**src/rtl/raifes_uart_defs.sv**
```systemverilog
// raifes_uart_defs
//   Shared UART definitions for the receiver and the transmitter:
//   default bit timing (9600 baud at 50 MHz), frame geometry and the
//   receiver state encodings.
package raifes_uart_defs;

    // Bit period in clocks minus 1: round(50e6 / 9600) - 1 = 5207.
    localparam logic [15:0] UART_CNT_MAX  = 16'h1457;

    // Half-bit delay in clocks minus 1, used to centre on the start bit.
    function automatic logic [15:0] uart_half_of(input logic [15:0] cnt_max);
        return cnt_max >> 1;
    endfunction

    localparam logic [15:0] UART_HALF_MAX = uart_half_of(UART_CNT_MAX);

    // 8N1 frame: one start bit, 8 data bits LSB first, one stop bit.
    localparam int UART_DATA_BITS = 8;

    typedef enum logic [2:0] {
        RX_IDLE  = 3'd0,
        RX_START = 3'd1,
        RX_DATA  = 3'd2,
        RX_STOP  = 3'd3,
        RX_BREAK = 3'd4
    } rx_state_t;

endpackage

```
**src/rtl/raifes_sync2.sv**
```systemverilog
// raifes_sync2
//   Two-flop synchroniser for a single asynchronous input.
//   Ports: clk, reset (sync, active-high), d (async in), q (synchronised out).
//   Both flops load RESET_VAL in reset so an idle-high line reads idle.
module raifes_sync2 #(
    parameter logic RESET_VAL = 1'b1
) (
    input  logic clk,
    input  logic reset,
    input  logic d,
    output logic q
);

    logic meta_p0;

    always_ff @(posedge clk) begin
        if (reset) begin
            meta_p0 <= RESET_VAL;
            q       <= RESET_VAL;
        end else begin
            meta_p0 <= d;
            // second stage: metastability settles here
            q       <= meta_p0;
        end
    end

endmodule

```
**src/rtl/raifes_uart_rx.sv**
```systemverilog
// raifes_uart_rx
//   8N1 UART receiver, LSB first, idle-high line. Checks the start bit at
//   mid-bit, samples data and stop at bit centres and presents the byte on
//   a valid/ack handshake.
//   Ports:
//     clk, reset      system clock, synchronous active-high reset
//     UART_RX         asynchronous serial line (idle 1)
//     rdata           received byte, meaningful while valid = 1
//     valid           byte available, held until ack
//     ack             one-cycle strobe; clears valid, overrun, frame_err
//     frame_err       sticky: stop bit sampled as 0
//     overrun         sticky: new byte completed while valid still set
//     busy            receiver is not idle
module raifes_uart_rx
    import raifes_uart_defs::*;
#(
    parameter logic [15:0] CNT_MAX  = UART_CNT_MAX,
    parameter logic [15:0] HALF_MAX = uart_half_of(CNT_MAX)
) (
    input  logic                      clk,
    input  logic                      reset,
    input  logic                      UART_RX,
    output logic [UART_DATA_BITS-1:0] rdata,
    output logic                      valid,
    input  logic                      ack,
    output logic                      frame_err,
    output logic                      overrun,
    output logic                      busy
);

    logic                      rx_s;
    rx_state_t                 state, state_n;
    logic [15:0]               timer, timer_n;
    logic [2:0]                bit_idx;
    logic [UART_DATA_BITS-1:0] shreg;
    logic                      tick;
    logic                      bit_clr;
    logic                      sample;
    logic                      deliver;
    logic                      ferr_set;

    raifes_sync2 #(.RESET_VAL(1'b1)) u_sync (
        .clk   (clk),
        .reset (reset),
        .d     (UART_RX),
        .q     (rx_s)
    );

    assign tick = (timer == 16'd0);
    assign busy = (state != RX_IDLE);

    always_comb begin
        state_n  = state;
        // Timer parks at zero whenever no reload is requested.
        timer_n  = tick ? 16'd0 : timer - 16'd1;
        bit_clr  = 1'b0;
        sample   = 1'b0;
        deliver  = 1'b0;
        ferr_set = 1'b0;
        case (state)
            RX_IDLE: begin
                if (!rx_s) begin
                    timer_n = HALF_MAX;
                    state_n = RX_START;
                end
            end
            RX_START: begin
                if (tick) begin
                    if (!rx_s) begin
                        timer_n = CNT_MAX;
                        bit_clr = 1'b1;
                        state_n = RX_DATA;
                    end else begin
                        // Line went high again before mid-bit: glitch.
                        state_n = RX_IDLE;
                    end
                end
            end
            RX_DATA: begin
                if (tick) begin
                    sample  = 1'b1;
                    timer_n = CNT_MAX;
                    if (bit_idx == 3'd7) begin
                        state_n = RX_STOP;
                    end
                end
            end
            RX_STOP: begin
                if (tick) begin
                    if (rx_s) begin
                        deliver = 1'b1;
                        state_n = RX_IDLE;
                    end else begin
                        ferr_set = 1'b1;
                        state_n  = RX_BREAK;
                    end
                end
            end
            RX_BREAK: begin
                // Hold off until the line releases so a held-low line
                // cannot look like a stream of start bits.
                if (rx_s) begin
                    state_n = RX_IDLE;
                end
            end
            default: begin
                state_n = RX_IDLE;
            end
        endcase
    end

    always_ff @(posedge clk) begin
        if (reset) begin
            state     <= RX_IDLE;
            timer     <= 16'd0;
            bit_idx   <= 3'd0;
            rdata     <= '0;
            valid     <= 1'b0;
            frame_err <= 1'b0;
            overrun   <= 1'b0;
        end else begin
            state <= state_n;
            timer <= timer_n;
            if (bit_clr) begin
                bit_idx <= 3'd0;
            end else if (sample) begin
                bit_idx <= bit_idx + 3'd1;
            end
            // A delivery in the same cycle as ack wins over the clear.
            if (deliver) begin
                rdata <= shreg;
                valid <= 1'b1;
            end else if (ack) begin
                valid <= 1'b0;
            end
            if (deliver && valid && !ack) begin
                overrun <= 1'b1;
            end else if (ack) begin
                overrun <= 1'b0;
            end
            if (ferr_set) begin
                frame_err <= 1'b1;
            end else if (ack) begin
                frame_err <= 1'b0;
            end
        end
    end

    // Data shift register: LSB arrives first, so shift in from the top.
    always_ff @(posedge clk) begin
        if (sample) begin
            shreg <= {rx_s, shreg[UART_DATA_BITS-1:1]};
        end
    end

endmodule

```
**config.mk**
```make
export PLATFORM = sky130hd
export DESIGN_NAME = raifes_uart_rx
export DESIGN_NICKNAME = d
export VERILOG_FILES = /design/src/rtl/raifes_uart_defs.sv /design/src/rtl/raifes_sync2.sv /design/src/rtl/raifes_uart_rx.sv
export SDC_FILE = /design/constraint.sdc
export NUM_CORES = 1
export LEC_CHECK = 0
export CORE_ASPECT_RATIO = 0.9
export CORE_MARGIN = 8
export CORE_UTILIZATION = 30
export CTS_CLUSTER_SIZE = 12
export DETAILED_ROUTE_END_ITERATION = 12
export DONT_BUFFER_PORTS = 1
export PLACE_DENSITY = 0.55
export REMOVE_ABC_BUFFERS = 1
export SETUP_SLACK_MARGIN = 0.4
export SKIP_CTS_REPAIR_TIMING = 1
export SYNTH_ARGS = -nofsm -noshare
export SYNTH_HDL_FRONTEND = slang
export SYNTH_SLANG_ARGS = --single-unit
```
**constraint.sdc**
```tcl
create_clock -name clk -period 2.85 [get_ports clk]
set_input_delay 0.57 -clock clk [delete_from_list [all_inputs] [get_ports clk]]
set_output_delay 0.57 -clock clk [all_outputs]
set_load 0.03 [all_outputs]
```
==> impl_results.md <==
* Vertical extent of the die at 89.6 microns
* Area taken by flip-flops and latches at 941 sq um
* Setup TNS at 0 ns
* Final hold violation count at 0
* Die outline area at 8760 sq um
* Cell type with the largest total area after synthesis: sky130_fd_sc_hd__dfxtp_1
* Antenna Violating Nets Remaining at 0
* Number of iterations in the first detailed-routing pass at 4
* Final clock skew at 0.00725 ns
* Worst VDD drop at 0.284 mV
* Worst setup slack after layout at 0.751 ns
* Run status: completed
* Clock buffers created by TritonCTS at 5
* Total leakage power at 0.675 nW
* Total routed wire length on the met1 layer at 1740 microns
* Nets@finish at 188
* Global-route wire length before repair at 5750 microns
* Share of post-route cells with drive strength above 1 at 0.105
* Crit-path max FO at 11
* Max-slew violations at 0
* Peak Freq at 477 MHz
* Netlist Area Pre-Place at 1800 sq um
* Overflow after GRT at 0
* Area of combinational cells with multiple inputs at 823 sq um
* EDFF count, synth at 8
* Relative slew slack at 0.488
* Initial core utilization at 0.313
* Worst setup slack before clock tree synthesis at 0.763 ns
* Ranking of synthesized cells by instance count: sky130_fd_sc_hd__dfxtp_1, sky130_fd_sc_hd__nor2_1, sky130_fd_sc_hd__a21oi_1, sky130_fd_sc_hd__mux2i_1, sky130_fd_sc_hd__xnor2_1
* YS warnings at 0
* Routed wire length per instance at 13.5 microns
* Avg Vias per Cell at 4.84
* Port buffer count at 0
* Cell with the most instances after synthesis: sky130_fd_sc_hd__dfxtp_1
* Synthesized instance count at 179
* Highest metal used: met4
* Power per Cell Area at 996 nW/um^2
* First-iteration detailed-routing DRC count at 75
* Gp weighted congestion at 0.781
* Share of the yosys chip area belonging to registers at 0.521
* Synth Area per Inst at 10.1 sq um
* Area grow syn2layout at 9.43%
* Num ports at 16
* Register bit count reported by yosys at 43
* Type of origin of the critical path: flop
* Unrepaired setup endpoints after global routing: false
* Dominant synthesized flop cell: sky130_fd_sc_hd__dfxtp_1
* Tcrit/Tclk final at 0.736
* Vias in the first global route at 1146
* Endpoints failing setup at 0
* Met3 layer wire length in the routed design at 224 microns
* Site row count at 26
* Shortest period the worst path allows at 2.10 ns
* Max-cap viol count at 0
* GRT Util Overall at 0.0845
* Worst slew pin tran at 0.762 ns
* Clk buf depth at 2
* Maximum number of pins on one net before global-route repair at 28
* Top cell type's share of synthesized area at 0.388
* Filler cells at 564
* Cell variety after synth at 31
* Synth top area cells: sky130_fd_sc_hd__dfxtp_1, sky130_fd_sc_hd__edfxtp_1, sky130_fd_sc_hd__mux2i_1, sky130_fd_sc_hd__nor2_1, sky130_fd_sc_hd__xnor2_1
* Aggregate routed wire length at 3390 microns
* Clk slew on worst S/H paths at 0.08 ns
* Detailed placement HPWL at 2320 microns
* Library cell used as clock root buffer: sky130_fd_sc_hd__clkbuf_8
* Initial antenna violation count at 0
* Number of vias after detailed routing at 1214
* Final core utilization at 0.343
* Chip Width at 97.7 microns
* Core Box Area at 5760 sq um
* Detailed-routed wire length on met2 at 1330 microns
* Required time reported for the critical path endpoint at 3.08 ns
* Delay of the slowest cell on the worst path at 0.51 ns
* Clock latency reported for the late side of the worst-skew pair at 0.30 ns
* Type of the worst setup path: reg -> reg
* Critical-path cell list: nor4_4 -> nand3_4 -> or2_1 -> or4_1 -> a21oi_1
* H-tree depth reported by CTS at 2
* Total number of clock tree sinks at 43
* Fraction of registers with async set or reset after synthesis at 0
* Data arrival at the endpoint of the critical path at 2.33 ns
* Worst hold path type: in -> reg
* Final routed DRC violation total at 0
* Critical path's slowest cell: sky130_fd_sc_hd__or4_1
* TritonCTS clock tree: done
* Category of the worst setup path capture point: flop
* Diodes inserted at 0
## state kept, by name (all words and copies together) (netlist names)
register        count
u_sync.q            1
rdata               8
u_sync.meta_p0      1
valid               1
frame_err           1
timer              16
shreg               8
overrun             1
state               3
bit_idx             3
## cells by family (layout without fill, tap and decap cells)
family	after synthesis	in the layout	share of synthesized area
AND/OR/NAND/NOR	73	73	0.219
flip-flops	43	43	0.521
AO/OA/AOI/OAI	22	22	0.0763
XOR/XNOR	13	13	0.0631
multiplexers	12	12	0.0666
buffers and inverters	12	14	0.0257
adder cells (fa/ha/maj)	4	4	0.0277
## per-stage QoR
| stage | cells | hold slack, ns | total power [mW] | cell area (sq um) |
|---|---|---|---|---|
| 2_1_floorplan | 171 | 0.389 | 1.45 | 1770 |
| 3_3_place_gp | 243 | 0.396 | 1.59 | 1880 |
| 3_5_place_dp | 243 | 0.393 | 1.59 | 1880 |
| 4_1_cts | 251 | 0.323 | 1.99 | 1970 |
| 5_1_grt | 251 | 0.314 | 2.13 | 1970 |
| 6_report | 251 | 0.339 | 1.97 | 1970 |
## final timing paths
check	from	to	slack [ns]	cells after the start
worst max register to register	timer[8]	frame_err	0.75	5
worst min-delay path	reset	bit_idx[2]	0.34	1
worst min register to register	u_sync.meta_p0	u_sync.q	0.41	1
worst max-delay path	timer[8]	frame_err	0.75	5
## report_power, final
part           internal (mW)  switching, mW
clock                  0.175          0.217
sequential             0.720          0.110
combinational          0.314          0.431
## layout make-up
class | instances | share of cell area
tap | 70 | 0.0444
multi-input combinational | 124 | 0.417
clock buffer | 5 | 0.0349
timing repair buffer | 2 | 0.00760
clock inverter | 3 | 0.0120
sequential | 43 | 0.477
inverter | 4 | 0.00760
## cells in the final DEF (no fill, tap or decap), types with 5 or more instances in the layout
cell	instances
sky130_fd_sc_hd__clkbuf_8	5
sky130_fd_sc_hd__xnor2_1	10
sky130_fd_sc_hd__nand2_1	9
sky130_fd_sc_hd__a21oi_1	12
sky130_fd_sc_hd__edfxtp_1	8
sky130_fd_sc_hd__mux2i_1	12
sky130_fd_sc_hd__dfxtp_1	35
sky130_fd_sc_hd__nor3_1	9
sky130_fd_sc_hd__nor2_1	29
## critical path, delay by kind of cell (launching register included)
| family | cells | cell delay, ns |
|---|---|---|
| AO/OA/AOI/OAI | 1 | 0.14 |
| AND/OR/NAND/NOR | 4 | 1.52 |
| flip-flops | 1 | 0.37 |
## per-layer routing
| metal | vias up | track usage |
|---|---|---|
| met5 | - | 0 |
| li1 | 629 | - |
| met4 | 0 | 0.0593 |
| met3 | 7 | 0.0324 |
| met2 | 24 | 0.115 |
| met1 | 554 | 0.108 |
No activity file was read; power rests on OpenSTA's default activity.
